**config.mk**
```make
export PLATFORM = sky130hd
export DESIGN_NAME = mem_dump_reader
export DESIGN_NICKNAME = d
export VERILOG_FILES = /design/src/rtl/mem_dump_reader.sv
export SDC_FILE = /design/constraint.sdc
export NUM_CORES = 1
export LEC_CHECK = 0
export CORE_ASPECT_RATIO = 0.75
export CORE_MARGIN = 2
export CORE_UTILIZATION = 49
export CTS_CLUSTER_DIAMETER = 150
export CTS_CLUSTER_SIZE = 20
export DETAILED_ROUTE_END_ITERATION = 10
export GPL_ROUTABILITY_DRIVEN = 0
export PLACE_DENSITY = 0.8
export SLEW_MARGIN = 5
export SYNTH_ARGS = -nofsm -noshare
export SYNTH_HDL_FRONTEND = slang
export SYNTH_SLANG_ARGS = --single-unit
export TNS_END_PERCENT = 100
```
**constraint.sdc**
```tcl
create_clock -name i_clk -period 2.3 [get_ports i_clk]
set_input_delay 0.345 -clock i_clk [delete_from_list [all_inputs] [get_ports i_clk]]
set_output_delay 0.345 -clock i_clk [all_outputs]
set_load 0.01 [all_outputs]
```
**src/rtl/mem_dump_reader.sv**
```systemverilog
// mem_dump_reader: debug-side initiator that reads a contiguous range of
// 32-bit words from the data memory and streams each word out as four
// bytes, least-significant byte first, over a valid/ready byte interface
// that feeds the UART transmitter.
//
// All outputs are registered. They are loaded from the next-state
// decision, so every output is already correct in the first cycle of the
// state it belongs to. For example, o_tx_valid is high exactly while the
// FSM sits in SEND, and an abort clears it on the same edge that returns
// the FSM to IDLE.
module mem_dump_reader #(
    parameter int NB_DATA_BUS = 32,
    parameter int NB_ADDRESS  = 8,
    parameter int NB_COUNT    = 7
) (
    input  logic                   i_clk,
    input  logic                   i_rst_n,
    input  logic                   i_start,
    input  logic [NB_ADDRESS-1:0]  i_base_addr,
    input  logic [NB_COUNT-1:0]    i_n_words,
    input  logic                   i_abort,
    output logic [NB_ADDRESS-1:0]  o_mem_r_addr,
    output logic                   o_mem_r_en,
    output logic [1:0]             o_mem_r_addressing,
    input  logic [NB_DATA_BUS-1:0] i_mem_r_data,
    output logic [7:0]             o_tx_data,
    output logic                   o_tx_valid,
    input  logic                   i_tx_ready,
    output logic                   o_busy,
    output logic                   o_done
);

    typedef enum logic [2:0] {
        ST_IDLE = 3'd0,
        ST_REQ  = 3'd1,
        ST_CAPT = 3'd2,
        ST_SEND = 3'd3,
        ST_NEXT = 3'd4,
        ST_DONE = 3'd5
    } state_t;

    state_t                 r_state;
    state_t                 w_state_next;
    logic [NB_ADDRESS-1:0]  r_addr;
    logic [NB_ADDRESS-1:0]  w_addr_next;
    logic [NB_COUNT-1:0]    r_cnt;
    logic [NB_COUNT-1:0]    w_cnt_next;
    logic [1:0]             r_idx;
    logic [1:0]             w_idx_next;
    logic [NB_DATA_BUS-1:0] r_word;
    logic [NB_DATA_BUS-1:0] w_word_next;
    logic                   r_mem_r_en;
    logic                   r_tx_valid;
    logic [7:0]             r_tx_data;
    logic                   r_busy;
    logic                   r_done;
    logic                   w_handshake;
    logic                   w_base_low_unused;

    // The low two address bits are discarded: accesses are always word aligned.
    assign w_base_low_unused = ^i_base_addr[1:0];

    assign w_handshake = r_tx_valid & i_tx_ready;

    // Next-state and datapath-next computation for the dump sequencer.
    always_comb begin
        w_state_next = r_state;
        w_addr_next  = r_addr;
        w_cnt_next   = r_cnt;
        w_idx_next   = r_idx;
        w_word_next  = r_word;

        case (r_state)
            ST_IDLE: begin
                // Abort has priority over start while idle.
                if (i_start && !i_abort) begin
                    w_addr_next = {i_base_addr[NB_ADDRESS-1:2], 2'b00};
                    w_cnt_next  = i_n_words;
                    if (i_n_words == {NB_COUNT{1'b0}}) begin
                        w_state_next = ST_DONE;
                    end else begin
                        w_state_next = ST_REQ;
                    end
                end else begin
                    w_state_next = ST_IDLE;
                end
            end
            ST_REQ: begin
                w_state_next = ST_CAPT;
            end
            ST_CAPT: begin
                // Read data is valid on the edge that ends this cycle.
                w_word_next  = i_mem_r_data;
                w_idx_next   = 2'd0;
                w_state_next = ST_SEND;
            end
            ST_SEND: begin
                if (w_handshake) begin
                    if (r_idx == 2'd3) begin
                        w_state_next = ST_NEXT;
                    end else begin
                        w_idx_next = r_idx + 2'd1;
                    end
                end else begin
                    w_state_next = ST_SEND;
                end
            end
            ST_NEXT: begin
                // Address wraps modulo 2^NB_ADDRESS with no error.
                w_addr_next = r_addr + NB_ADDRESS'(4);
                w_cnt_next  = r_cnt - NB_COUNT'(1);
                if (r_cnt == NB_COUNT'(1)) begin
                    w_state_next = ST_DONE;
                end else begin
                    w_state_next = ST_REQ;
                end
            end
            ST_DONE: begin
                w_state_next = ST_IDLE;
            end
            default: begin
                w_state_next = ST_IDLE;
            end
        endcase

        // Abort from any active state returns to idle without a done pulse.
        if (i_abort && (r_state != ST_IDLE)) begin
            w_state_next = ST_IDLE;
        end else begin
            w_state_next = w_state_next;
        end
    end

    // State, datapath and registered outputs, all loaded from the next-state decision.
    always_ff @(posedge i_clk or negedge i_rst_n) begin
        if (!i_rst_n) begin
            r_state    <= ST_IDLE;
            r_addr     <= {NB_ADDRESS{1'b0}};
            r_cnt      <= {NB_COUNT{1'b0}};
            r_idx      <= 2'd0;
            r_word     <= {NB_DATA_BUS{1'b0}};
            r_mem_r_en <= 1'b0;
            r_tx_valid <= 1'b0;
            r_tx_data  <= 8'h00;
            r_busy     <= 1'b0;
            r_done     <= 1'b0;
        end else begin
            r_state    <= w_state_next;
            r_addr     <= w_addr_next;
            r_cnt      <= w_cnt_next;
            r_idx      <= w_idx_next;
            r_word     <= w_word_next;
            r_mem_r_en <= (w_state_next == ST_REQ);
            r_tx_valid <= (w_state_next == ST_SEND);
            r_busy     <= (w_state_next != ST_IDLE);
            r_done     <= (w_state_next == ST_DONE);
            if (w_state_next == ST_SEND) begin
                r_tx_data <= w_word_next[{w_idx_next, 3'b000} +: 8];
            end else begin
                r_tx_data <= 8'h00;
            end
        end
    end

    assign o_mem_r_addr       = r_addr;
    assign o_mem_r_en         = r_mem_r_en;
    assign o_mem_r_addressing = 2'b00;
    assign o_tx_data          = r_tx_data;
    assign o_tx_valid         = r_tx_valid;
    assign o_busy             = r_busy;
    assign o_done             = r_done;

endmodule

```
Word-level counts from Yosys, hierarchy flattened:

Cells that the tools add are included.

* register bits after elaboration: 64
* input bits: 52
* output and inout bits: 22
* word-level logic and storage cells: 50

* $add $sub $neg: 3
* eq/ne operators: 10
* shift operators: 1
* mux-type cells: 16
* bitwise logic cells: 1
* reduce and logical (&&, ||, !) cells: 9

Operators by type and width (count)
* $mux W32: 1
* $shiftx A32 B6 Y8: 1
* $mux W3: 6
* $mux W8: 2
* $pmux W8 S2: 1
* $pmux W3 S5: 1
* $pmux W7 S2: 1
* $eq A3 B2 Y1 const B: 3
* $add A8 B3 Y8 const B: 1
* $eq A7 B1 Y1 const B: 1
* $logic_not A7 Y1: 1
* $mux W7: 1
* $sub A7 B1 Y7 const B: 1
* $eq A3 B1 Y1 const B: 2
* $eq A3 B3 Y1 const B: 2
* $reduce_bool A3 Y1: 2
* $mux W2: 2
* $pmux W2 S2: 1
* $logic_not A3 Y1: 1
* $add A2 B1 Y2 const B: 1
* $eq A2 B2 Y1 const B: 1
* $logic_and A1 B1 Y1: 2
* $ne A2 B2 Y1 const B: 1
* $reduce_and A2 Y1: 1
* 3 further kinds: 3

Longest topological paths before layout:

Gate-level depths: netlist (run 1).

* word-level depth: 7
* depth in mapped cells: 6
* depth with buffers taken out: 6

Worst setup path before layout (run 1):

No wires, ideal clock.

* kind: reg2reg
* start point: reg r_state[0]
* end point: reg r_cnt[5]
* setup time: 0.077 ns
* data arrival time: 1.754 ns
* data required time: 2.223 ns
* setup slack: 0.468 ns
* stages on the path, launching flop included: 6
* path buffers: 1
* clock period less this slack: 1.832 ns
* cells stage by stage: dfrtp_1 -> or3b_1 -> buf_2 -> or4_4 -> or3_1 -> a21oi_1

* cells in the longest elaborated chain, start to end: 3
* elaborated cells on any way between the ends: 6
* those cells by class: eq/ne: 2; mux: 1; reduce/logical: 3

Ends and longest elaborated chain
* from (decl): line 42 `state_t r_state;`
* from (signal assigned): line 148 `r_state <= w_state_next;`
* $eq A3 B3 Y1 or $logic_not A3 Y1 (tied branches): line 73 `case (r_state)`
* $reduce_bool A2 Y1 (no line) or $ne A2 B2 Y1 (tied branches)
* $reduce_and A2 Y1 (no line)
* to (signal assigned): line 139 `r_cnt <= {NB_COUNT{1'b0}};`
* to (signal assigned): line 150 `r_cnt <= w_cnt_next;`
* to (decl): line 46 `logic [NB_COUNT-1:0] r_cnt;`

Several ways; a longest one is shown, not always the timed one.
A chain may end at the register's enable or synchronous reset.

Worst setup path after layout (run 1):

* start point: reg r_state[1]
* end point: reg r_cnt[5]

The elaborated chain is that of the path after synthesis.

==> out/results.tsv, run 1 <==
metric	value	unit
synth_top_cells_by_count	62 x dfrtp_1, 33 x mux2_2, 30 x nor2_1, 16 x o221ai_1, 12 x o21ai_0	
yosys.cell_types.count	50	
slew_viol_final	0	
top_level_ports	74	
cp_cell_sequence	or3b_1 > or4_4 > or3_1 > a21oi_1	
core	0.00583	mm2
ys_seq_area_frac	0.525	
tns	0	ns
status	finished with violations	
cts_tree	yes	
max_freq	507	MHz
grt_pass1_vias	2295	
violations	hold timing	
powerDensity	817	mW/mm2
synth_edf_count	0	
gr-usage-all-layers	0.219	
yosysWarnings	0	
whs	-0.00427	ns
synth_area	0.00296	mm2
final_cell_area	0.00395	mm2
vias	2382	
cap_violations	0	
skew	0.00662	ns
cp_num_buf_inv	0	
min_period	1.97	ns
chipHeight	71.3	um
crit_arrival	2.23	ns
port_buffers	67	
antenna_found_initial	0	
die_width	93.7	um
n_antenna_cell	0	
overflow	0	
dp_hpwl	4.78	mm
ir_drop	362	uV
postCtsSetupRepairBufs	0	
hold_buffers	0	
cts.path.max_buffers	2	
ys_ff_latch	62	
yosysMostFrequentCell	dfrtp_1	
reg2reg_from	r_state[1]	
finalHoldViolCount	4	
detail_route.wl_per_cell	16.5	um
dr.pass1.iters	5	
setup_viol	0	
crit_family	simple AND/OR/NAND/NOR gates	
cts_made_buffers	9	
nNetsFinal	395	
endpoint_kind	flip-flop	
syn_to_final_growth	33.7	%
synthArstFlopShare	1.00	
antenna_left	0	
grt_max_degree	63	
cts-root-buf	clkbuf_8	
grt_pass1_wl	11.2	mm
total_power	3230	uW
drc_errors	0	
ys.flop_type	dfrtp_1	
hold_class	input pin to async pin	
clk_latency	0.33	ns
critical-path-max-stage-delay	0.51	ns
fillers	470	
start_util	0.508	
synth.top_cell.area_share	0.525	
synth_cells	265	
clk_pin_slew_worst_paths	0.07	ns
startpoint_type	flip-flop	
worst-path-max-fanout	12	
grt_setup_unrepaired	no	
fin_crit_sh	0.857	
clkSinkCount	62	
viasPerCell	5.64	
drt_wl_total	6.95	mm
cpMaxStageDelayCell	dfrtp_1	
cts-htree-levels	3	
p_leak	0.00163	uW
required	2.56	ns
synth_top_cells_by_area	dfrtp_1 52%, mux2_2 13%, o221ai_1 4.7%	
die-area	0.00668	mm2
crit_type	flip-flop to flip-flop	
row_count	24	
cts_resized	0	
drive_gt1_frac	0.198	
synth_area_leader_cell	dfrtp_1	
synth.avg_cell_area	11.2	um2
post_dp_cell_area	0.00374	mm2
drt_iter0_markers	118	
worstSetupStartpoint	r_state[1]	
per-stage QoR:
step | setup slack [ns] | hold slack [ns] | instances | utilization
3_3_place_gp | 0.134 | 0.379 | 407 | 0.643
4_1_cts | 0.337 | 0.0111 | 422 | 0.678
6_report | 0.329 | -0.00427 | 422 | 0.678
3_5_place_dp | 0.0225 | 0.378 | 407 | 0.643
2_1_floorplan | 0.468 | 0.0494 | 268 | -
5_1_grt | 0.164 | 0.0176 | 422 | 0.678
flip-flops by register name, summed over array words and instances, names as in the netlist:
register and cells:
r_word 32, o_tx_data 8, r_cnt 7, o_mem_r_addr 6, r_state 3, r_idx 2, o_busy 1, o_done 1
o_mem_r_en 1, o_tx_valid 1
cell usage in the layout, fill, tap and decap left out, types with 2 or more instances in the layout:
| cell | Yosys | final |
|---|---|---|
| a211o_1 | 2 | 2 |
| a211oi_1 | 3 | 3 |
| a21oi_1 | 10 | 10 |
| a221oi_1 | 2 | 2 |
| a22oi_1 | 2 | 2 |
| a31oi_1 | 2 | 2 |
| buf_4 | 4 | 10 |
| clkbuf_8 | 0 | 12 |
| clkdlybuf4s50_1 | 0 | 66 |
| conb_1 | 1 | 4 |
| dfrtp_1 | 62 | 62 |
| ha_1 | 3 | 3 |
| inv_1 | 5 | 5 |
| mux2_2 | 33 | 33 |
| nand2_1 | 11 | 11 |
| nand2b_1 | 3 | 3 |
| nand3_1 | 5 | 5 |
| nor2_1 | 30 | 30 |
| nor2b_1 | 2 | 2 |
| nor3_1 | 8 | 8 |
| nor3b_1 | 3 | 3 |
| nor4_1 | 2 | 2 |
| o211ai_1 | 2 | 2 |
| o21ai_0 | 12 | 12 |
| o21ai_1 | 3 | 3 |
| o221ai_1 | 16 | 16 |
| o22ai_1 | 2 | 2 |
| or3b_1 | 3 | 3 |
area by class of cell:
| cell class | instances | area, um2 | share of cell area |
|---|---|---|---|
| Sequential cell | 62 | 1550 | 0.393 |
| Multi-Input combinational cell | 184 | 1320 | 0.333 |
| Timing Repair Buffer | 78 | 761 | 0.192 |
| Clock buffer | 12 | 165 | 0.0418 |
| Tap cell | 78 | 97.6 | 0.0247 |
| Clock inverter | 3 | 42.5 | 0.0108 |
| Inverter | 5 | 18.8 | 0.00475 |
worst paths after layout:
kind | endpoint | cells after the start | slack (ns)
hold reg to reg | o_mem_r_addr[7] | 1 | 0.49
setup / recovery | r_cnt[5] | 4 | 0.33
hold / removal | o_done | 2 | -0.004
min in group i_clk | o_mem_r_addr[7] | 1 | 0.49
setup reg to reg | r_cnt[5] | 4 | 0.33
max in group asynchronous | r_word[2] | 2 | 2.02
cell families (layout without fill, tap and decap cells):
logic type | after synthesis | count (layout) | share of synthesized area
mux | 34 | 34 | 0.129
buf+inv | 22 | 98 | 0.0339
other cells | 1 | 4 | 0.00127
simple gates | 78 | 78 | 0.140
fa+ha+maj | 4 | 4 | 0.0161
compound gates | 64 | 64 | 0.155
flops | 62 | 62 | 0.525
layer usage:
layer	vias up	share of wire	global-route usage
met5	-	0	0
met1	1160	0.47	0.316
met4	0	0.012	0.0789
met3	8	0.074	0.0599
met2	82	0.45	0.321
li1	1132	-	-
where the power goes:
part           switching (uW)  total, uW  internal, uW  leakage (uW)
sequential                203       1570          1360      0.000755
clock                     403        984           581      0.000104
combinational             275        680           405      0.000768
total                     880       3230          2350       0.00163
Power figures use the tool's default switching activity.
==> run 2, diff against run 1 <==
CORE_ASPECT_RATIO = 1.5   (was 0.75)
==> run 2 against run 1 <==
  * The flow now finishes without violations
  * Non-clock buffer count is 4 higher
  * Largest cell class unchanged
  * Final cell count fell by 0.47%
  * Largest power group unchanged
  * Clock skew increased by 0.00064 ns
  * Die area about the same
  * Flip-flop and latch count unchanged
  * Sequential power hardly changed
  * Maximum frequency grew 3.7%
==> out/results.tsv, run 2 (synthesized netlist as in run 1, its figures left out) <==
metric	value	unit
status	completed	
n_antenna_cell	0	
dp_hpwl	4.85	mm
top_level_ports	74	
crit_family	compound AO/OA/AOI/OAI gates	
overflow	0	
max_freq	526	MHz
reg2reg_depth	5	
reg2reg_from	r_state[2]	
hold_buffers	0	
grt_pass1_vias	2348	
worst-path-max-fanout	13	
cpMaxStageDelayCell	or3b_1	
fin_ws	0.399	ns
critical-path-max-stage-delay	0.45	ns
startpoint_type	flip-flop	
postCtsSetupRepairBufs	0	
start_util	0.507	
slew_viol_final	0	
p_leak	0.00165	uW
cts_resized	0	
endpoint_kind	flip-flop	
dp.cells	405	
pre_cts_ws	0.113	ns
antenna_left	0	
cp_num_buf_inv	1	
crit_arrival	2.14	ns
viasPerCell	5.70	
clk_latency	0.33	ns
port_buffers	67	
drc_errors	0	
fin_crit_sh	0.826	
die-area	0.00668	mm2
row_count	34	
final_common_cell	clkdlybuf4s50_1	
hold_class	input pin to async pin	
crit_type	flip-flop to flip-flop	
min_period	1.90	ns
drt_wl_total	6.64	mm
largest-register	r_word	
grt_setup_unrepaired	no	
antenna_found_initial	0	
chipHeight	99.1	um
slew_headroom	0.574	
clkSinkCount	62	
layout_common_cells	66 x clkdlybuf4s50_1, 62 x dfrtp_1, 33 x mux2_2, 30 x nor2_1, 16 x o221ai_1	
ir_drop	470	uV
largest_reg_flops	32	
nNetsFinal	399	
cts.path.max_buffers	2	
cts-htree-levels	3	
gr-usage-all-layers	0.218	
clk_pin_slew_worst_paths	0.07	ns
detail_route.wl_per_cell	15.8	um
powerDensity	812	mW/mm2
required	2.54	ns
grt_pass1_wl	11.0	mm
drt_iter0_markers	166	
die_width	67.4	um
vias	2393	
drive_gt1_frac	0.207	
setup_viol	0	
finalHoldViolCount	0	
reg2reg_slack	0.40	ns
cts_made_buffers	9	
tns	0	ns
whs	0.0261	ns
skew	0.00726	ns
cts_tree	yes	
cap_violations	0	
cts-root-buf	clkbuf_8	
tightest_slew	0.639	ns
syn_to_final_growth	34.4	%
grt_max_degree	41	
cp_cell_sequence	buf_4 > or3b_1 > a31oi_2 > o221ai_1 > o21ai_0	
final_cells	420	
dr.pass1.iters	4	
regToRegEndpoint	o_tx_data[2]	
core	0.00583	mm2
-- run 2: changes by cell type in the layout (fill, tap and decap cells not counted), sizes merged --
cell,before,now
buf,12,16
-- run 2: cell type report --
type                            count  area (um2)
Fill cell                         455        1850
Sequential cell                    62        1550
Multi-Input combinational cell    184        1320
Timing Repair Buffer               82         791
Clock buffer                       12         165
Tap cell                           72        90.1
Clock inverter                      3        42.5
Inverter                            5        18.8
-- run 2: how the worst max path moves through the flow --
stage / startpoint / end / slack (ns) / cells after the start
2_1_floorplan: r_state[0] / r_cnt[5] / 0.47 / 5
3_3_place_gp: i_abort / o_tx_data[5] / 0.13 / 5
3_5_place_dp: i_abort / o_tx_data[2] / 0.11 / 5
4_1_cts: r_state[2] / o_tx_data[2] / 0.40 / 5
5_1_grt: r_state[2] / o_tx_data[2] / 0.28 / 5
6_report: r_state[2] / o_tx_data[2] / 0.40 / 5
-- run 2: worst reg2reg max path, stage by stage (launching register included) --
cell and delay (ns):
dfrtp_1 0.37, buf_4 0.18, or3b_1 0.45, a31oi_2 0.41
o221ai_1 0.19, o21ai_0 0.21
-- run 2: where the power goes --
| part | leakage (uW) | total [uW] | switching [uW] | internal [uW] |
|---|---|---|---|---|
| combinational | 0.000788 | 698 | 285 | 413 |
| sequential | 0.000755 | 1540 | 176 | 1360 |
| clock | 0.000104 | 991 | 409 | 581 |
| total | 0.00165 | 3230 | 870 | 2360 |
-- run 2: metal layers --
metal  global-route usage  vias up  routed length, um
met5                    0        -                  0
met4               0.0769        0                 37
met3               0.0486        5                321
met2                0.374       71               3570
met1                0.264     1184               2710
li1                     -     1133                  -
-- run 2: stage by stage --
step | cell area [um2] | utilization | power, uW
finish | 3980 | 0.682 | 3230
global route | 3980 | 0.682 | 3400
CTS | 3980 | 0.682 | 3250
detailed placement | 3770 | 0.646 | 2260
global placement | 3770 | 0.646 | 2220
floorplan | 2970 | - | 1930
